==> src/rtl/spi_regs_master.sv <==
// SPI mode-0 initiator for 16-bit register frames {rd, addr[6:0], data[7:0]}; start to done takes 1+CS_SETUP+32*CLK_DIV+CS_HOLD cycles.
// No queueing: start is sampled only while idle, and busy stays high through the CS gap.
module spi_regs_master #(
  parameter int CLK_DIV  = 4,
  parameter int CS_SETUP = 2,
  parameter int CS_HOLD  = 2,
  parameter int CS_GAP   = 4
) (
  input  logic       FX2_CLK,
  input  logic       reset,
  input  logic       start,
  input  logic       rd,
  input  logic [6:0] addr,
  input  logic [7:0] wdata,
  output logic       busy,
  output logic       done,
  output logic [7:0] rdata,
  output logic       CS,
  output logic       SCK,
  output logic       SI,
  input  logic       SO
);

  typedef logic [15:0] cnt_t;
  typedef enum logic [2:0] {IDLE, SETUP, SHIFT, HOLD, GAP} state_t;

  localparam cnt_t SETUP_LAST = cnt_t'(CS_SETUP - 1);
  localparam cnt_t DIV_LAST   = cnt_t'(CLK_DIV - 1);
  localparam cnt_t HOLD_LAST  = cnt_t'(CS_HOLD - 1);
  localparam cnt_t GAP_LAST   = cnt_t'(CS_GAP - 1);

  state_t      state;
  cnt_t        cnt;
  logic [4:0]  bit_cnt;
  logic [14:0] sh;
  logic [7:0]  rx;
  logic        rd_q;

  always_ff @(posedge FX2_CLK or posedge reset) begin
    if (reset) begin
      state   <= IDLE;
      cnt     <= '0;
      bit_cnt <= '0;
      sh      <= '0;
      rx      <= '0;
      rd_q    <= 1'b0;
      busy    <= 1'b0;
      done    <= 1'b0;
      rdata   <= '0;
      CS      <= 1'b0;
      SCK     <= 1'b0;
      SI      <= 1'b0;
    end else begin
      done <= 1'b0;
      case (state)
        IDLE: begin
          if (start) begin
            // Frame bit 15 (rd) goes straight to SI; the remaining 15 bits wait in sh.
            sh      <= {addr, rd ? 8'h00 : wdata};
            SI      <= rd;
            rd_q    <= rd;
            CS      <= 1'b1;
            busy    <= 1'b1;
            cnt     <= '0;
            bit_cnt <= '0;
            state   <= SETUP;
          end
        end
        SETUP: begin
          if (cnt == SETUP_LAST) begin
            cnt   <= '0;
            state <= SHIFT;
          end else begin
            cnt <= cnt + 1'b1;
          end
        end
        SHIFT: begin
          if (cnt == DIV_LAST) begin
            cnt <= '0;
            SCK <= ~SCK;
            if (SCK) begin
              // Falling edge: advance SI and, in the data byte, capture SO.
              bit_cnt <= bit_cnt + 1'b1;
              sh      <= {sh[13:0], 1'b0};
              SI      <= sh[14];
              if (bit_cnt >= 5'd8) rx <= {rx[6:0], SO};
              if (bit_cnt == 5'd15) state <= HOLD;
            end
          end else begin
            cnt <= cnt + 1'b1;
          end
        end
        HOLD: begin
          if (cnt == HOLD_LAST) begin
            cnt   <= '0;
            CS    <= 1'b0;
            done  <= 1'b1;
            if (rd_q) rdata <= rx;
            state <= GAP;
          end else begin
            cnt <= cnt + 1'b1;
          end
        end
        GAP: begin
          if (cnt == GAP_LAST) begin
            cnt   <= '0;
            busy  <= 1'b0;
            state <= IDLE;
          end else begin
            cnt <= cnt + 1'b1;
          end
        end
        default: state <= IDLE;
      endcase
    end
  end

endmodule

==> config.mk <==
export PLATFORM = sky130hd
export DESIGN_NAME = spi_regs_master
export DESIGN_NICKNAME = d
export VERILOG_FILES = /design/src/rtl/spi_regs_master.sv
export SDC_FILE = /design/constraint.sdc
export NUM_CORES = 1
export LEC_CHECK = 0
export ABC_AREA = 1
export BUFFER_PORTS_ARGS = -buffer_cell sky130_fd_sc_hd__buf_4
export CORE_MARGIN = 1
export CORE_UTILIZATION = 48
export CTS_CLUSTER_SIZE = 14
export DETAILED_ROUTE_END_ITERATION = 10
export PLACE_DENSITY = 0.69
export SYNTH_ARGS = -nofsm -noshare
export SYNTH_HDL_FRONTEND = slang
export SYNTH_SLANG_ARGS = --single-unit
==> constraint.sdc <==
create_clock -name FX2_CLK -period 1.7 [get_ports FX2_CLK]
set_clock_uncertainty 0.15 [all_clocks]
set_input_delay 0.17 -clock FX2_CLK [delete_from_list [all_inputs] [get_ports FX2_CLK]]
set_output_delay 0.17 -clock FX2_CLK [all_outputs]
set_load 0.02 [all_outputs]
# ---- After elaboration in Yosys (flattened, before gate mapping)
# Index checks and enable logic that the tools add are counted.
dict set report totals {
  register_bits 61
  in_bits 20
  out_inout_bits 13
  wordCells 78
}
dict set report classes {
  addsub 2
  order_cmp 1
  eq_ne 14
  mux 32
  bitwise_logic 1
  n_reduce_logical 16
}
# cell n
set op_table {}
lappend op_table {{$mux 16} 3}
lappend op_table {{$pmux 16 s3} 1}
lappend op_table {{$mux 15} 3}
lappend op_table {{$pmux 15 s2} 1}
lappend op_table {{$mux 3} 7}
lappend op_table {{$add 16x1->16 const B} 1}
lappend op_table {{$eq 16x1->1 const B} 1}
lappend op_table {{$eq 16x2->1 const B} 1}
lappend op_table {{$mux 5} 3}
lappend op_table {{$pmux 3 s5} 1}
lappend op_table {{$ne 2x2->1 const B} 7}
lappend op_table {{$pmux 5 s2} 1}
lappend op_table {{$reduce_and 3->1} 3}
lappend op_table {{$mux 1} 8}
lappend op_table {{$mux 8} 1}
lappend op_table {{$reduce_and 4->1} 2}
lappend op_table {{$reduce_and 7->1} 1}
lappend op_table {{$eq 3x2->1 const B} 2}
lappend op_table {{$pmux 1 s2} 3}
lappend op_table {{$reduce_and 2->1} 3}
lappend op_table {{$reduce_bool 2->1} 3}
lappend op_table {{$add 5x1->5 const B} 1}
lappend op_table {{$eq 5x4->1 const B} 1}
lappend op_table {{$ge 5x4->1 const B} 1}
lappend op_table {{6 further kinds} 7}

# ---- Depth between registers and ports, before layout
dict set report depth {
  ltp_word 5
  ltp_mapped 10
  ltp_nobuf 9
}

# ---- Least setup slack after synthesis
# OpenSTA, ideal clock, no wires.
dict set report synth_timing {
  kind {flip-flop to flip-flop}
  startpoint {register cnt[0]}
  endpoint {register rx[1]}
  setup_time_ns 0.118
  arrival_ns 1.405
  slack_ns 0.027
  stages_incl_launch_ff 8
  path_buffers 1
  period_less_slack_ns 1.673
  cell_sequence {dfrtp_1 > ha_1 > nand2_1 > nor2_4 > nand4_2 > buf_4 > nand2_1 > o21ai_2}
}
dict set report synth_via {
  elab_chain_cells 2
}
# element line
set synth_lines {}
lappend synth_lines {{start, declared} 33} ;# cnt_t cnt;
lappend synth_lines {{start signal, assigned} 74} ;# cnt <= cnt + 1'b1;
lappend synth_lines {{start signal, assigned} 90} ;# cnt <= cnt + 1'b1;
lappend synth_lines {{start signal, assigned} 101} ;# cnt <= cnt + 1'b1;
lappend synth_lines {{$eq 16x2->1} 78} ;# if (cnt == DIV_LAST) begin
lappend synth_lines {{$reduce_and 4->1 (no line)} n/a}
lappend synth_lines {{end signal, assigned} 86} ;# if (bit_cnt >= 5'd8) rx <= {rx[6:0], SO};
lappend synth_lines {{end, declared} 36} ;# logic [7:0] rx;
# No other way between the ends.
# A chain may end at the register's enable or synchronous reset.

# ---- Final worst setup path
dict set report layout_timing {
  startpoint {register state[1]}
  endpoint {register cnt[3]}
}
dict set report layout_via {
  elab_chain_cells 4
}
# element line
set layout_lines {}
lappend layout_lines {{start, declared} 32} ;# state_t state;
lappend layout_lines {{start signal, assigned} 41} ;# state <= IDLE;
lappend layout_lines {{start signal, assigned} 66} ;# state <= SETUP;
lappend layout_lines {{start signal, assigned} 72} ;# state <= SHIFT;
lappend layout_lines {{$eq 3x2->1 (tied with other cells)} 55} ;# case (state)
lappend layout_lines {{$reduce_or 2->1 (no line)} n/a}
lappend layout_lines {{$reduce_bool 3->1 (no line)} n/a}
lappend layout_lines {{$reduce_and 2->1 (no line)} n/a}
# Parallel ways exist; a longest one is shown, timed or not.

==> summary.txt <==
Run status
  – Outcome: completed

Synthesis
  – Simple-Gate Fraction of Synth Area: 34.81%
  – Adder-Cell Fraction of Synth Area: 1.848%
  – Xor and xnor fraction of the mapped netlist area: 1.293%
  – Largest family of logic cells by synthesized area: simple AND/OR/NAND/NOR gates
  – Net count after synthesis: 459
  – Number of library cell types mapped by synthesis: 30
  – Syn Std Cell Area: 3386 sq um
  – Synthesized instance count: 434
  – Ys Warns: 0
  – Post-synthesis sequential area ratio: 45.08%
  – Compound-Gate Fraction of Synth Area: 9.165%
  – Count of state elements after synthesis: 61
  – Mean cell area of the mapped netlist: 7.801 sq um
  – Share of cell area taken by muxes after synthesis: 0%

Final layout
  – Number of non-filler instances in the completed layout: 615
  – Share of the core filled with cells: 64.20%
  – Layout overhead on the synthesized area: 28.82%
  – Non-Filler Cell Area, Final: 4362 sq um
  – Fillcell total: 586
  – Antenna Cells: 0
  – # nets final: 539
  – Area of combinational cells with multiple inputs: 1679 sq um
  – Footprint of the flip-flops and latches: 1528 sq um
  – Layout cell share with drive strength beyond 1: 28.13%

Clock network
  – CTS sink count: 61
  – TritonCTS buffer count: 9
  – Clock slew at reported path FFs: 70 ps
  – Max clock buf depth: 2
  – H-tree lvl count: 3
  – Source-to-sink clock delay at the later pin of the worst-skew pair: 340 ps
  – CTS tree: yes
  – Root cell of the clock tree: sky130_fd_sc_hd__clkbuf_8

Worst setup path
  – Kind of cell adding the most delay to the critical path: flip-flops
  – Count of buffer and inverter cells on the critical path: 1
  – Setup slack of the worst register-to-register path: 60 ps
  – Worst reg2reg path endpoint: cnt[3]
  – Largest fanout on the critical path: 7
  – Slowest cell on crit path: sky130_fd_sc_hd__dfrtp_2
  – Most prevalent standard cell on the critical path: sky130_fd_sc_hd__nor2_1
  – Depth of the most critical reg-to-reg path: 6
  – Crit. End Element: register
  – Worst Path Arrival: 1720 ps
  – Peak per-stage delay on the critical path: 470 ps
  – Kind of start point of the critical path: register
  – Worst r2r src: state[1]
  – Worst Path Required: 1780 ps
  – Cell breakdown of the critical path: o21ai_1 -> nand2_4 -> buf_4 -> nor2_1 -> xnor2_1 -> nor2_1
  – Start-to-end type of the worst setup path: reg -> reg

GRT
  – First-pass GRT wire length: 12.93 mm
  – Pin count of the biggest net entering global routing: 62
  – Remaining global-route overflow: 0
  – Vias in the first global route: 2989
  – Initial antenna violation count: 0
  – Total routing usage reported by global routing: 22.02%

Placement
  – Routability Congestion: 0.8622
  – Instance count after placement with tap cells included: 582
  – Total placed instance area: 3929 sq um
  – Setup WS pre-CTS: 19.76 ps
  – Count of port buffers added during placement: 32
  – Estimated wirelength of the detail-placed design: 5.168 mm

Drt
  – Count of vias placed by the detailed router: 3080
  – Vias per Instance: 5.008
  – Total DRC errors in the routed layout: 0
  – Antenna-violating nets left: 0
  – First-pass detailed-route iteration total: 4
  – Total wirelength of the detailed-routed design: 7.709 mm
  – Average wire per standard cell: 12.53 um
  – DRC marker count from the first detailed-route iteration: 218

Die
  – Core Region: 6794 sq um
  – Die height: 85.99 um
  – Width of the chip: 85.99 um
  – Top-Level Pins: 33
  – Die Footprint: 7393 sq um
  – Starting density of the core: 49.83%
  – Standard-cell rows: 30

Timing
  – Max-slew violation count: 0
  – Final worst path period need: 1644 ps
  – Final hold violations: 0
  – Setup violation total in the final timing report: 0
  – Post-route fraction of the period consumed by the critical path: 96.68%
  – Fmax achieved: 0.6084 GHz
  – Relative slew margins: 71.09%
  – Transition time at the pin with the least slew margin: 430.4 ps
  – Minimum setup slack in the final design: 56.42 ps
  – RSZ-0062 raised after global routing: true
  – Total negative setup slack: 0 ps

Power and ir drop
  – Largest voltage drop on the vdd net: 982.4 uV
  – PD cells: 1429 nW/um^2
  – LEAKAGE: 2.214 nW

Hold path
  – Capture endpoint of the worst hold path: SI
  – Hold wc startpoint: rd
  – Hold path depth: 5
  – Hold Crit Class: in -> reg

Run
  – Maximum Capacitance Violations: 0
## power by group
group | switching [W] | leakage, nW | total, W | internal, W
clock | 0.000576 | 0.0964 | 0.00129 | 0.000713
combinational | 0.00179 | 1.31 | 0.00296 | 0.00117
sequential | 0.000225 | 0.805 | 0.00198 | 0.00176
## registers in the layout, summed over array words and instances (netlist names), 3 cells and up
signal,flops
state,3
cnt,16
rdata,8
bit_cnt,5
rx,8
sh,15
## worst register-to-register path, delay by kind of cell, from the launching register on
kind | cells | cell delay (ps)
compound gates | 1 | 250
xor+xnor | 1 | 160
buf+inv | 1 | 170
flops | 1 | 470
simple gates | 3 | 340
## cell type report
type / count / area share (%)
Inverter: 40 / 3.614
Sequential cell: 61 / 35.03
Timing Repair Buffer: 81 / 15.52
Clock inverter: 4 / 1.090
Multi-Input combinational cell: 320 / 38.50
Timing Repair inverter: 1 / 0.1721
Tap cell: 96 / 2.754
Clock buffer: 12 / 3.328
## through the flow
stage | hold WS (ps) | total power [W]
finish | 21.56 | 0.006232
global route | 45.23 | 0.006665
CTS | 6.287 | 0.005980
detailed placement | 150.3 | 0.004650
global placement | 139.9 | 0.004594
floorplan | 132.3 | 0.003852
## what timing repair did
action                                  CTS  global route
resized for setup                         0            32
hold buffers                              8             0
endpoints found under the setup margin    0            54
buffers inserted                          0             7
endpoints found under the hold margin    69             0
## placed cells by master, fill, tap and decap left out, types with 3 or more instances in the layout
cell	count
sky130_fd_sc_hd__nor2_4	6
sky130_fd_sc_hd__nand3b_1	3
sky130_fd_sc_hd__nand2_4	3
sky130_fd_sc_hd__nand2_2	17
sky130_fd_sc_hd__clkbuf_8	10
sky130_fd_sc_hd__buf_12	3
sky130_fd_sc_hd__o211ai_1	8
sky130_fd_sc_hd__dlygate4sd3_1	8
sky130_fd_sc_hd__nand3_1	41
sky130_fd_sc_hd__dfrtp_1	60
sky130_fd_sc_hd__o21ai_2	15
sky130_fd_sc_hd__o21ai_0	12
sky130_fd_sc_hd__buf_6	3
sky130_fd_sc_hd__clkinvlp_4	4
sky130_fd_sc_hd__buf_4	67
sky130_fd_sc_hd__a21oi_1	7
sky130_fd_sc_hd__nor2_1	33
sky130_fd_sc_hd__nand2_1	137
sky130_fd_sc_hd__ha_1	4
sky130_fd_sc_hd__nor2_2	7
sky130_fd_sc_hd__xor2_1	3
sky130_fd_sc_hd__inv_1	35
sky130_fd_sc_hd__nand4_1	9
## logic make-up (layout without fill, tap and decap cells)
kind of cell,Yosys count,after routing
and+or+nand+nor,263,264
adders and majority gates,5,5
buffers and inverters,54,138
xor gates and xnor gates,5,5
AOI/OAI and AO/OA,46,46
DFF,61,61
## per-layer routing
metal  share of wire (%)  up-vias  GRT usage [%]  routed length, um
met5                   0        -              0                  0
met4                 2.6        0          11.36                204
met3                 3.7       18          3.754                289
met2                  47       71          34.85               3603
met1                  47     1437          29.06               3612
li1                    -     1554              -                  -
## worst max path at each step
stage / cells after the start / from / slack (ps) / end
3_3_place_gp: 6 / state[0] / -10 / cnt[1]
2_1_floorplan: 7 / cnt[0] / 30 / rx[1]
4_1_cts: 7 / state[0] / 10 / rx[4]
3_5_place_dp: 7 / state[0] / 20 / rx[2]
5_1_grt: 6 / state[1] / -70 / cnt[3]
6_report: 6 / state[1] / 60 / cnt[3]
## cell usage after synthesis
master | instances | share of area, %
sky130_fd_sc_hd__nand4_2 | 1 | 0.37
sky130_fd_sc_hd__nand3_1 | 41 | 6.1
sky130_fd_sc_hd__nor2_2 | 1 | 0.18
sky130_fd_sc_hd__buf_6 | 6 | 2.0
sky130_fd_sc_hd__nand2_2 | 6 | 1.1
sky130_fd_sc_hd__nand2_4 | 2 | 0.67
sky130_fd_sc_hd__nand2_1 | 149 | 17
sky130_fd_sc_hd__xor2_1 | 3 | 0.78
sky130_fd_sc_hd__nand3b_1 | 3 | 0.67
sky130_fd_sc_hd__o211ai_1 | 8 | 1.8
sky130_fd_sc_hd__o21ai_0 | 14 | 2.1
sky130_fd_sc_hd__nand4_1 | 9 | 1.7
sky130_fd_sc_hd__inv_2 | 2 | 0.22
sky130_fd_sc_hd__dfrtp_1 | 61 | 45
sky130_fd_sc_hd__nor3_1 | 2 | 0.30
sky130_fd_sc_hd__and2_1 | 2 | 0.37
sky130_fd_sc_hd__a21oi_1 | 8 | 1.2
sky130_fd_sc_hd__nor2_4 | 5 | 1.7
sky130_fd_sc_hd__nand3b_4 | 1 | 0.59
sky130_fd_sc_hd__nor3b_1 | 1 | 0.22
sky130_fd_sc_hd__buf_2 | 4 | 0.59
sky130_fd_sc_hd__clkbuf_1 | 1 | 0.11
sky130_fd_sc_hd__inv_1 | 36 | 4.0
sky130_fd_sc_hd__o221ai_1 | 1 | 0.26
sky130_fd_sc_hd__xnor2_1 | 2 | 0.52
sky130_fd_sc_hd__nor2_1 | 40 | 4.4
sky130_fd_sc_hd__o21ai_2 | 15 | 3.9
sky130_fd_sc_hd__buf_4 | 3 | 0.67
sky130_fd_sc_hd__ha_1 | 5 | 1.8
sky130_fd_sc_hd__clkinv_1 | 2 | 0.22
(Power assumes the default switching activity.)
